[src/rtl/vp_scale_ctrl_if.sv]
// CPU-side staging register write bus for vp_scale_ctrl.
interface vp_scale_ctrl_if;
    logic        cfg_we;
    logic [2:0]  cfg_addr;
    logic [11:0] cfg_wdata;

    modport master (output cfg_we, cfg_addr, cfg_wdata);
    modport slave  (input  cfg_we, cfg_addr, cfg_wdata);
endinterface

[src/rtl/vp_scale_ctrl.sv]
// Crop/scale configuration sequencer: staging registers, commit validation,
// sequential Q4.14 scale divide, frame-synchronous swap, FIFO reset / scaler start.
module vp_scale_ctrl #(
    parameter int H_DISP       = 1280,
    parameter int V_DISP       = 720,
    parameter int COORD_W      = 12,
    parameter int RES_W        = 11,
    parameter int SCALE_BITS   = 18,
    parameter int FIFO_RST_CYC = 4
) (
    input  logic                  clk,
    input  logic                  rst_n,
    vp_scale_ctrl_if.slave        cfg,
    input  logic                  vi_vs,
    output logic [COORD_W-1:0]    start_x,
    output logic [COORD_W-1:0]    start_y,
    output logic [COORD_W-1:0]    end_x,
    output logic [COORD_W-1:0]    end_y,
    output logic [RES_W-1:0]      in_x_res,
    output logic [RES_W-1:0]      in_y_res,
    output logic [RES_W-1:0]      out_x_res,
    output logic [RES_W-1:0]      out_y_res,
    output logic [SCALE_BITS-1:0] x_scale,
    output logic [SCALE_BITS-1:0] y_scale,
    output logic                  nearest,
    output logic                  fifo_rst,
    output logic                  scaler_start,
    output logic                  busy,
    output logic                  cfg_err
);
    localparam int FRAC_W = SCALE_BITS - 4;
    localparam int NUM_W  = COORD_W + FRAC_W;
    localparam int DEN_W  = RES_W + 1;
    localparam int CNT_W  = $clog2(NUM_W);
    localparam int RC_W   = $clog2(FIFO_RST_CYC) + 1;
    localparam logic [COORD_W-1:0]    H_MAX     = COORD_W'(H_DISP);
    localparam logic [COORD_W-1:0]    V_MAX     = COORD_W'(V_DISP);
    localparam logic [RES_W-1:0]      H_RES     = RES_W'(H_DISP - 1);
    localparam logic [RES_W-1:0]      V_RES     = RES_W'(V_DISP - 1);
    localparam logic [SCALE_BITS-1:0] SCALE_ONE = SCALE_BITS'(1 << FRAC_W);

    typedef enum logic [2:0] {S_IDLE, S_CHECK, S_DIV_X, S_DIV_Y, S_WAIT_VS} state_t;
    state_t state_q, state_d;

    logic [COORD_W-1:0]    stg_sx_q, stg_sy_q, stg_ex_q, stg_ey_q;
    logic [RES_W-1:0]      stg_ox_q, stg_oy_q;
    logic                  stg_near_q;
    logic [COORD_W-1:0]    snap_sx_q, snap_sy_q, snap_ex_q, snap_ey_q;
    logic [RES_W-1:0]      snap_ox_q, snap_oy_q;
    logic                  snap_near_q;
    logic [SCALE_BITS-1:0] res_xs_q, res_ys_q;
    logic [NUM_W-1:0]      num_q, num_d;
    logic [DEN_W-1:0]      rem_q, rem_d, den;
    logic [DEN_W:0]        trial;
    logic [CNT_W-1:0]      cnt_q;
    logic [SCALE_BITS-1:0] q_sat;
    logic [COORD_W-1:0]    dx, dy;
    logic [COORD_W-1:0]    act_sx_q, act_sy_q, act_ex_q, act_ey_q;
    logic [RES_W-1:0]      act_ixr_q, act_iyr_q, act_oxr_q, act_oyr_q;
    logic [SCALE_BITS-1:0] act_xs_q, act_ys_q;
    logic                  act_near_q, cfg_err_q;
    logic                  vs_q, vs_prev_q, fifo_rst_q, start_q;
    logic [RC_W-1:0]       rc_q;
    logic                  commit, vs_rise, cfg_ok, div_last, ge;

    assign commit   = cfg.cfg_we && (cfg.cfg_addr == 3'd6) && cfg.cfg_wdata[1];
    assign vs_rise  = vs_q && !vs_prev_q;
    assign cfg_ok   = (snap_ex_q > snap_sx_q) && (snap_ey_q > snap_sy_q) &&
                      (snap_ex_q <= H_MAX) && (snap_ey_q <= V_MAX);
    assign div_last = (cnt_q == CNT_W'(NUM_W - 1));
    assign dx       = snap_ex_q - snap_sx_q;
    assign dy       = snap_ey_q - snap_sy_q;

    // Next-state logic for the commit sequencer
    always_comb begin
        state_d = state_q;
        case (state_q)
            S_IDLE:    if (commit) state_d = S_CHECK;
            S_CHECK:   state_d = cfg_ok ? S_DIV_X : S_IDLE;
            S_DIV_X:   if (div_last) state_d = S_DIV_Y;
            S_DIV_Y:   if (div_last) state_d = S_WAIT_VS;
            S_WAIT_VS: if (vs_rise) state_d = S_IDLE;
            default:   state_d = S_IDLE;
        endcase
    end

    // One restoring-division step; num_q shifts out numerator bits and shifts in quotient bits
    always_comb begin
        den   = {1'b0, (state_q == S_DIV_Y) ? snap_oy_q : snap_ox_q} + DEN_W'(1);
        trial = {rem_q, num_q[NUM_W-1]};
        ge    = (trial >= {1'b0, den});
        rem_d = ge ? DEN_W'(trial - {1'b0, den}) : DEN_W'(trial);
        num_d = {num_q[NUM_W-2:0], ge};
        q_sat = (|num_d[NUM_W-1:SCALE_BITS]) ? '1 : num_d[SCALE_BITS-1:0];
    end

    // Sequencer state register
    always_ff @(posedge clk or negedge rst_n) begin
        if (!rst_n) state_q <= S_IDLE;
        else        state_q <= state_d;
    end

    // CPU staging registers, writable at any time
    always_ff @(posedge clk or negedge rst_n) begin
        if (!rst_n) begin
            stg_sx_q <= '0;    stg_sy_q <= '0;
            stg_ex_q <= H_MAX; stg_ey_q <= V_MAX;
            stg_ox_q <= H_RES; stg_oy_q <= V_RES;
            stg_near_q <= 1'b1;
        end else if (cfg.cfg_we) begin
            case (cfg.cfg_addr)
                3'd0:    stg_sx_q   <= cfg.cfg_wdata[COORD_W-1:0];
                3'd1:    stg_sy_q   <= cfg.cfg_wdata[COORD_W-1:0];
                3'd2:    stg_ex_q   <= cfg.cfg_wdata[COORD_W-1:0];
                3'd3:    stg_ey_q   <= cfg.cfg_wdata[COORD_W-1:0];
                3'd4:    stg_ox_q   <= cfg.cfg_wdata[RES_W-1:0];
                3'd5:    stg_oy_q   <= cfg.cfg_wdata[RES_W-1:0];
                3'd6:    stg_near_q <= cfg.cfg_wdata[0];
                default: ;
            endcase
        end
    end

    // Commit snapshot, validation result and the x-then-y divide
    always_ff @(posedge clk or negedge rst_n) begin
        if (!rst_n) begin
            snap_sx_q <= '0;    snap_sy_q <= '0;
            snap_ex_q <= H_MAX; snap_ey_q <= V_MAX;
            snap_ox_q <= H_RES; snap_oy_q <= V_RES;
            snap_near_q <= 1'b1;
            res_xs_q <= SCALE_ONE; res_ys_q <= SCALE_ONE;
            num_q <= '0; rem_q <= '0; cnt_q <= '0;
            cfg_err_q <= 1'b0;
        end else begin
            case (state_q)
                S_IDLE: if (commit) begin
                    snap_sx_q <= stg_sx_q; snap_sy_q <= stg_sy_q;
                    snap_ex_q <= stg_ex_q; snap_ey_q <= stg_ey_q;
                    snap_ox_q <= stg_ox_q; snap_oy_q <= stg_oy_q;
                    snap_near_q <= cfg.cfg_wdata[0];
                end
                S_CHECK: begin
                    cfg_err_q <= !cfg_ok;
                    num_q <= {dx, {FRAC_W{1'b0}}};
                    rem_q <= '0;
                    cnt_q <= '0;
                end
                S_DIV_X, S_DIV_Y: begin
                    if (div_last) begin
                        if (state_q == S_DIV_X) res_xs_q <= q_sat;
                        else                    res_ys_q <= q_sat;
                        num_q <= {dy, {FRAC_W{1'b0}}};
                        rem_q <= '0;
                        cnt_q <= '0;
                    end else begin
                        num_q <= num_d;
                        rem_q <= rem_d;
                        cnt_q <= cnt_q + CNT_W'(1);
                    end
                end
                default: ;
            endcase
        end
    end

    // Active set: swapped as a whole on the frame edge that finds a finished commit
    always_ff @(posedge clk or negedge rst_n) begin
        if (!rst_n) begin
            act_sx_q <= '0;    act_sy_q <= '0;
            act_ex_q <= H_MAX; act_ey_q <= V_MAX;
            act_ixr_q <= H_RES; act_iyr_q <= V_RES;
            act_oxr_q <= H_RES; act_oyr_q <= V_RES;
            act_xs_q <= SCALE_ONE; act_ys_q <= SCALE_ONE;
            act_near_q <= 1'b1;
        end else if ((state_q == S_WAIT_VS) && vs_rise) begin
            act_sx_q <= snap_sx_q; act_sy_q <= snap_sy_q;
            act_ex_q <= snap_ex_q; act_ey_q <= snap_ey_q;
            act_ixr_q <= RES_W'(dx - COORD_W'(1));
            act_iyr_q <= RES_W'(dy - COORD_W'(1));
            act_oxr_q <= snap_ox_q; act_oyr_q <= snap_oy_q;
            act_xs_q <= res_xs_q; act_ys_q <= res_ys_q;
            act_near_q <= snap_near_q;
        end
    end

    // Frame edge detect, FIFO reset window (restarted by a new edge) and scaler start pulse
    always_ff @(posedge clk or negedge rst_n) begin
        if (!rst_n) begin
            vs_q <= 1'b0; vs_prev_q <= 1'b0;
            fifo_rst_q <= 1'b0; start_q <= 1'b0; rc_q <= '0;
        end else begin
            vs_q      <= vi_vs;
            vs_prev_q <= vs_q;
            start_q   <= 1'b0;
            if (vs_rise) begin
                fifo_rst_q <= 1'b1;
                rc_q       <= '0;
            end else if (fifo_rst_q) begin
                if (rc_q == RC_W'(FIFO_RST_CYC - 1)) begin
                    fifo_rst_q <= 1'b0;
                    start_q    <= 1'b1;
                end else begin
                    rc_q <= rc_q + RC_W'(1);
                end
            end
        end
    end

    assign start_x   = act_sx_q;  assign start_y   = act_sy_q;
    assign end_x     = act_ex_q;  assign end_y     = act_ey_q;
    assign in_x_res  = act_ixr_q; assign in_y_res  = act_iyr_q;
    assign out_x_res = act_oxr_q; assign out_y_res = act_oyr_q;
    assign x_scale   = act_xs_q;  assign y_scale   = act_ys_q;
    assign nearest   = act_near_q;
    assign fifo_rst  = fifo_rst_q;
    assign scaler_start = start_q;
    assign busy      = (state_q != S_IDLE);
    assign cfg_err   = cfg_err_q;
endmodule

[src/flat_wrapper.sv]
// flat-port wrapper written by rule: the top's interface ports become plain ports
module vp_scale_ctrl_flat 
#(
    parameter int H_DISP       = 1280,
    parameter int V_DISP       = 720,
    parameter int COORD_W      = 12,
    parameter int RES_W        = 11,
    parameter int SCALE_BITS   = 18,
    parameter int FIFO_RST_CYC = 4
)
  (clk, rst_n, vi_vs, start_x, start_y, end_x, end_y, in_x_res, in_y_res, out_x_res, out_y_res, x_scale, y_scale, nearest, fifo_rst, scaler_start, busy, cfg_err, cfg_cfg_we, cfg_cfg_addr, cfg_cfg_wdata);
  vp_scale_ctrl_if cfg_i ();
  input  logic clk;
  input  logic rst_n;
  input  logic vi_vs;
  output logic [COORD_W-1:0] start_x;
  output logic [COORD_W-1:0] start_y;
  output logic [COORD_W-1:0] end_x;
  output logic [COORD_W-1:0] end_y;
  output logic [RES_W-1:0] in_x_res;
  output logic [RES_W-1:0] in_y_res;
  output logic [RES_W-1:0] out_x_res;
  output logic [RES_W-1:0] out_y_res;
  output logic [SCALE_BITS-1:0] x_scale;
  output logic [SCALE_BITS-1:0] y_scale;
  output logic nearest;
  output logic fifo_rst;
  output logic scaler_start;
  output logic busy;
  output logic cfg_err;
  input wire logic [$bits(cfg_i.cfg_we)-1:0] cfg_cfg_we;
  input wire logic [$bits(cfg_i.cfg_addr)-1:0] cfg_cfg_addr;
  input wire logic [$bits(cfg_i.cfg_wdata)-1:0] cfg_cfg_wdata;
  assign cfg_i.cfg_we = cfg_cfg_we;
  assign cfg_i.cfg_addr = cfg_cfg_addr;
  assign cfg_i.cfg_wdata = cfg_cfg_wdata;
  vp_scale_ctrl #(.H_DISP(H_DISP), .V_DISP(V_DISP), .COORD_W(COORD_W), .RES_W(RES_W), .SCALE_BITS(SCALE_BITS), .FIFO_RST_CYC(FIFO_RST_CYC)) u_core (.clk(clk), .rst_n(rst_n), .cfg(cfg_i), .vi_vs(vi_vs), .start_x(start_x), .start_y(start_y), .end_x(end_x), .end_y(end_y), .in_x_res(in_x_res), .in_y_res(in_y_res), .out_x_res(out_x_res), .out_y_res(out_y_res), .x_scale(x_scale), .y_scale(y_scale), .nearest(nearest), .fifo_rst(fifo_rst), .scaler_start(scaler_start), .busy(busy), .cfg_err(cfg_err));
endmodule
[config.mk]
export PLATFORM = sky130hd
export DESIGN_NAME = vp_scale_ctrl_flat
export DESIGN_NICKNAME = d
export VERILOG_FILES = /design/src/rtl/vp_scale_ctrl_if.sv /design/src/rtl/vp_scale_ctrl.sv /design/src/flat_wrapper.sv
export SDC_FILE = /design/constraint.sdc
export NUM_CORES = 1
export LEC_CHECK = 0
export CORE_MARGIN = 10
export CORE_UTILIZATION = 34
export DETAILED_ROUTE_END_ITERATION = 16
export GPL_TIMING_DRIVEN = 0
export SYNTH_ARGS = -nofsm -noshare
export SYNTH_HDL_FRONTEND = slang
export SYNTH_SLANG_ARGS = --single-unit
export TNS_END_PERCENT = 1
[constraint.sdc]
create_clock -name clk -period 3.8 [get_ports clk]
set_input_delay 0.38 -clock clk [delete_from_list [all_inputs] [get_ports clk]]
set_output_delay 0.38 -clock clk [all_outputs]
set_load 0.005 [all_outputs]
==> impl_results.md <==
* Post-Synthesis Cells at 1,431
* Initial Utilization at 34.5%
* Post-synth EDFFs at 0
* Vias in the first global route at 11.8k
* Yosys cell types at 73
* Max-cap violations at 0
* XOR/XNOR Fraction of Synth Area at 2.65%
* Crit path arrival time at 4.09 ns
* Synth Area in Compound Gates at 10.6%
* H-tree levels at 2
* Power per Cell Area at 621 mW/mm²
* Initial antenna violation count at 0
* Slew margin rel. at 12.0%
* Combinational group share of total power at 30.1%
* Die W at 240 µm
* Global-route wire length before repair at 71,000 µm
* Mapped Nets at 1,496
* Commonest cells post-synth: dfrtp_1 (272), mux2_2 (205), nand2_1 (158)
* Max IR drop VDD at 293 µV
* Total track usage at 15.7%
* WHS at 0.237 ns
* Pin count of the biggest net entering global routing at 123
* P_leak at 8.92 nW
* TritonRoute pass-1 iters at 5
* Clock Latency Late Sink at 0.54 ns
* DRC viols at 0
* Avg Cell Area, Syn at 11.5 µm²
* Top-count cell post-synth: dfrtp_1
* Clock power frac at 31.1%
* Fmax at 272 MHz
* Final hold viol count at 0
* Final worst path period share at 96.6%
* Top cells by area, synth: dfrtp_1 (41%), dfstp_2 (14%), mux2_2 (14%)
* Switching pwr at 4.29 mW
* Async SR Flop Fraction at 100%
* Min setup slack post-route at 0.130 ns
* Post-synthesis cell area at 0.0165 mm²
* CP required at 4.22 ns
* Core Box Area at 0.0478 mm²
* Final Net Count at 1,698
* Seq pwr share at 38.9%
* Root Driver: clkbuf_16
* Fin. max-slew vios at 0
* Seq/Total Area, Yosys at 55.3%
* Synth top area share at 41.2%
* CP max FO at 6
* RSZ-0062 raised after global routing: yes
* Die ar. at 0.0577 mm²
* Worst setup path category: reg2reg
* Routability congestion estimate from global placement at 0.890
* Prevailing post-synth register cell: dfrtp_1
* Max clock buf depth at 3
* WL per Instance at 20.1 µm
* Critical Path Start Type: flip-flop
* Warnings from Yosys at 0
* Clk_skew at 0.0175 ns
* Cell Rows at 80
* Clock transition at path regs at 0.06 ns
* Hold Path Class: in2async
* Worst-Margin Slew at 1.31 ns
* Layout area overhead at 23.9%
* Endpoints failing setup at 0
* CTS sink cnt at 360
* CTS tree: done
* Top Ports at 152
* Outcome: completed
* Sw frac at 33.8%
* Remaining Overflow, GRT at 0
* Place WS at -0.870 ns
* Largest family of logic cells by synthesized area: multiplexers
* Share of cells above drive strength 1 at 25.6%
* Post-Synth Adder-Cell Area at 3.62%
* Crit path capture type: flip-flop
* Die height at 240 µm
* Ant diodes at 0
* Final wirelength at 45,700 µm
* Detailed-route via count at 11.7k
* Internal at 8.41 mW
* Simple logic cell fraction of the synthesized area at 10.1%
* 1st-iter DRT viols at 655
* Vias per inst at 5.14
* Area leader, netlist: dfrtp_1
* Hpwl dp at 34,000 µm
* Crit path time final at 3.67 ns
* #FFs+latches synth at 360
* Post-DRT Antenna Nets at 0
* Mux share of post-synthesis cell area at 14.8%
* TritonCTS buffer count at 39
* Port Buffers at 150
* Layout fillers at 4,503
[layout make-up]
class                   count  area (µm²)  area share, %
clock inverters            10         143          0.698
plain buffers              70         339           1.66
inverters                  43         161          0.789
repair buffers            163        1670           8.17
clock buffers              60        1210           5.91
multi-input cells         956        7030           34.4
well taps                 615         769           3.76
flip-flops and latches    360        9120           44.6
[per-stage QoR]
| step | util [%] | std cells | power, mW | setup TNS [ns] | area (µm²) |
|---|---|---|---|---|---|
| after floorplan | - | 1431 | 7.41 | 0 | 16500 |
| after CTS | 42.4 | 2274 | 12.7 | 0 | 20300 |
| after detailed placement | 39.4 | 2199 | 8.65 | -9.45 | 18900 |
| after global routing | 42.7 | 2277 | 13.4 | -0.323 | 20400 |
| after global placement | 39.2 | 2196 | 8.56 | -4257.61 | 18800 |
| final | 42.7 | 2277 | 12.7 | 0 | 20400 |
[state kept, by name (all words and copies together) (netlist names), 18 cells and up]
register / cells
u_core.num_q: 26
u_core.res_xs_q: 18
u_core.res_ys_q: 18
u_core.x_scale: 18
u_core.y_scale: 18
[cell families (layout without fill, tap and decap cells)]
group,Yosys count,after routing
simple gates,359,359
buf+inv,115,346
xor+xnor,49,49
mux,218,218
compound gates,284,284
flops,360,360
fa+ha+maj,46,46
[final timing paths]
kind	from	to	slack, ns	cells after the start
setup / recovery	u_core.state_q[2]	u_core.rem_q[7]	0.13	16
hold / removal	rst_n	u_core.stg_sx_q[9]	0.24	2
setup reg to reg	u_core.state_q[2]	u_core.rem_q[7]	0.13	16
hold reg to reg	u_core.vs_q	u_core.vs_prev_q	0.37	0
max in group asynchronous	rst_n	u_core.res_ys_q[9]	2.19	4
min in group clk	vi_vs	u_core.vs_q	0.29	1
[per-layer routing]
layer  global-route usage [%]  share of wire, %  routed length (µm)  vias to the layer above
met1                     21.6                47               21500                     5916
li1                         -                 -                   -                     5479
met4                     3.37               1.6                 729                        0
met5                        0                 0                   0                        -
met3                     2.62               4.5                2050                       54
met2                     25.5                47               21400                      250
[placed cells by master (no fill, tap or decap), drive strengths merged, types with 4 or more instances in the layout]
master         count
clkdlybuf4s50    149
nor2              74
o21a               7
xnor2             26
clkbuf           111
nand4             11
a211oi            12
nand2b             5
a21oi             54
o311ai             5
dfstp             88
nor3b              4
o2111ai            4
ha                43
buf               32
a31oi              8
a22o              14
a21o               8
or3                6
or2                7
clkinv             5
nor3              19
inv               44
dfrtp            272
nor2b             13
a32oi              4
o211ai             5
nor4               9
nand2            158
a211o              4
and3               4
mux2i             13
xor2              23
mux2             205
o21ai            133
nand3b             4
nand3             29
and2               5
[worst max-delay path, cell delays in order, from the launching register on]
cell	delay (ns)
dfrtp_2	0.45
nand3b_1	0.28
buf_6	0.20
mux2i_4	0.18
nor2b_4	0.17
nor2b_4	0.17
nand3b_1	0.13
a21o_1	0.22
xnor2_2	0.24
ha_4	0.26
and3_4	0.17
and2_4	0.17
o21ai_4	0.16
a31oi_4	0.06
buf_6	0.15
or3_1	0.30
a32o_1	0.26
[power groups by stage]
stage	sequential (mW)	combinational, mW	clock (mW)
after floorplan	4.74	2.68	0
after global placement	4.97	3.58	0
after detailed placement	4.98	3.67	0
after CTS	4.92	3.73	4.02
after global routing	4.99	4.22	4.20
final	4.93	3.82	3.94
[timing repair]
action	in CTS	in global routing
hold endpoints to repair	19	0
gates resized for setup	18	25
buffers inserted	4	5
hold buffers	1	0
pin swaps	2	9
setup endpoints to repair	15	15
gates cloned	0	0
Note: power is estimated with default switching activity, not from simulation.
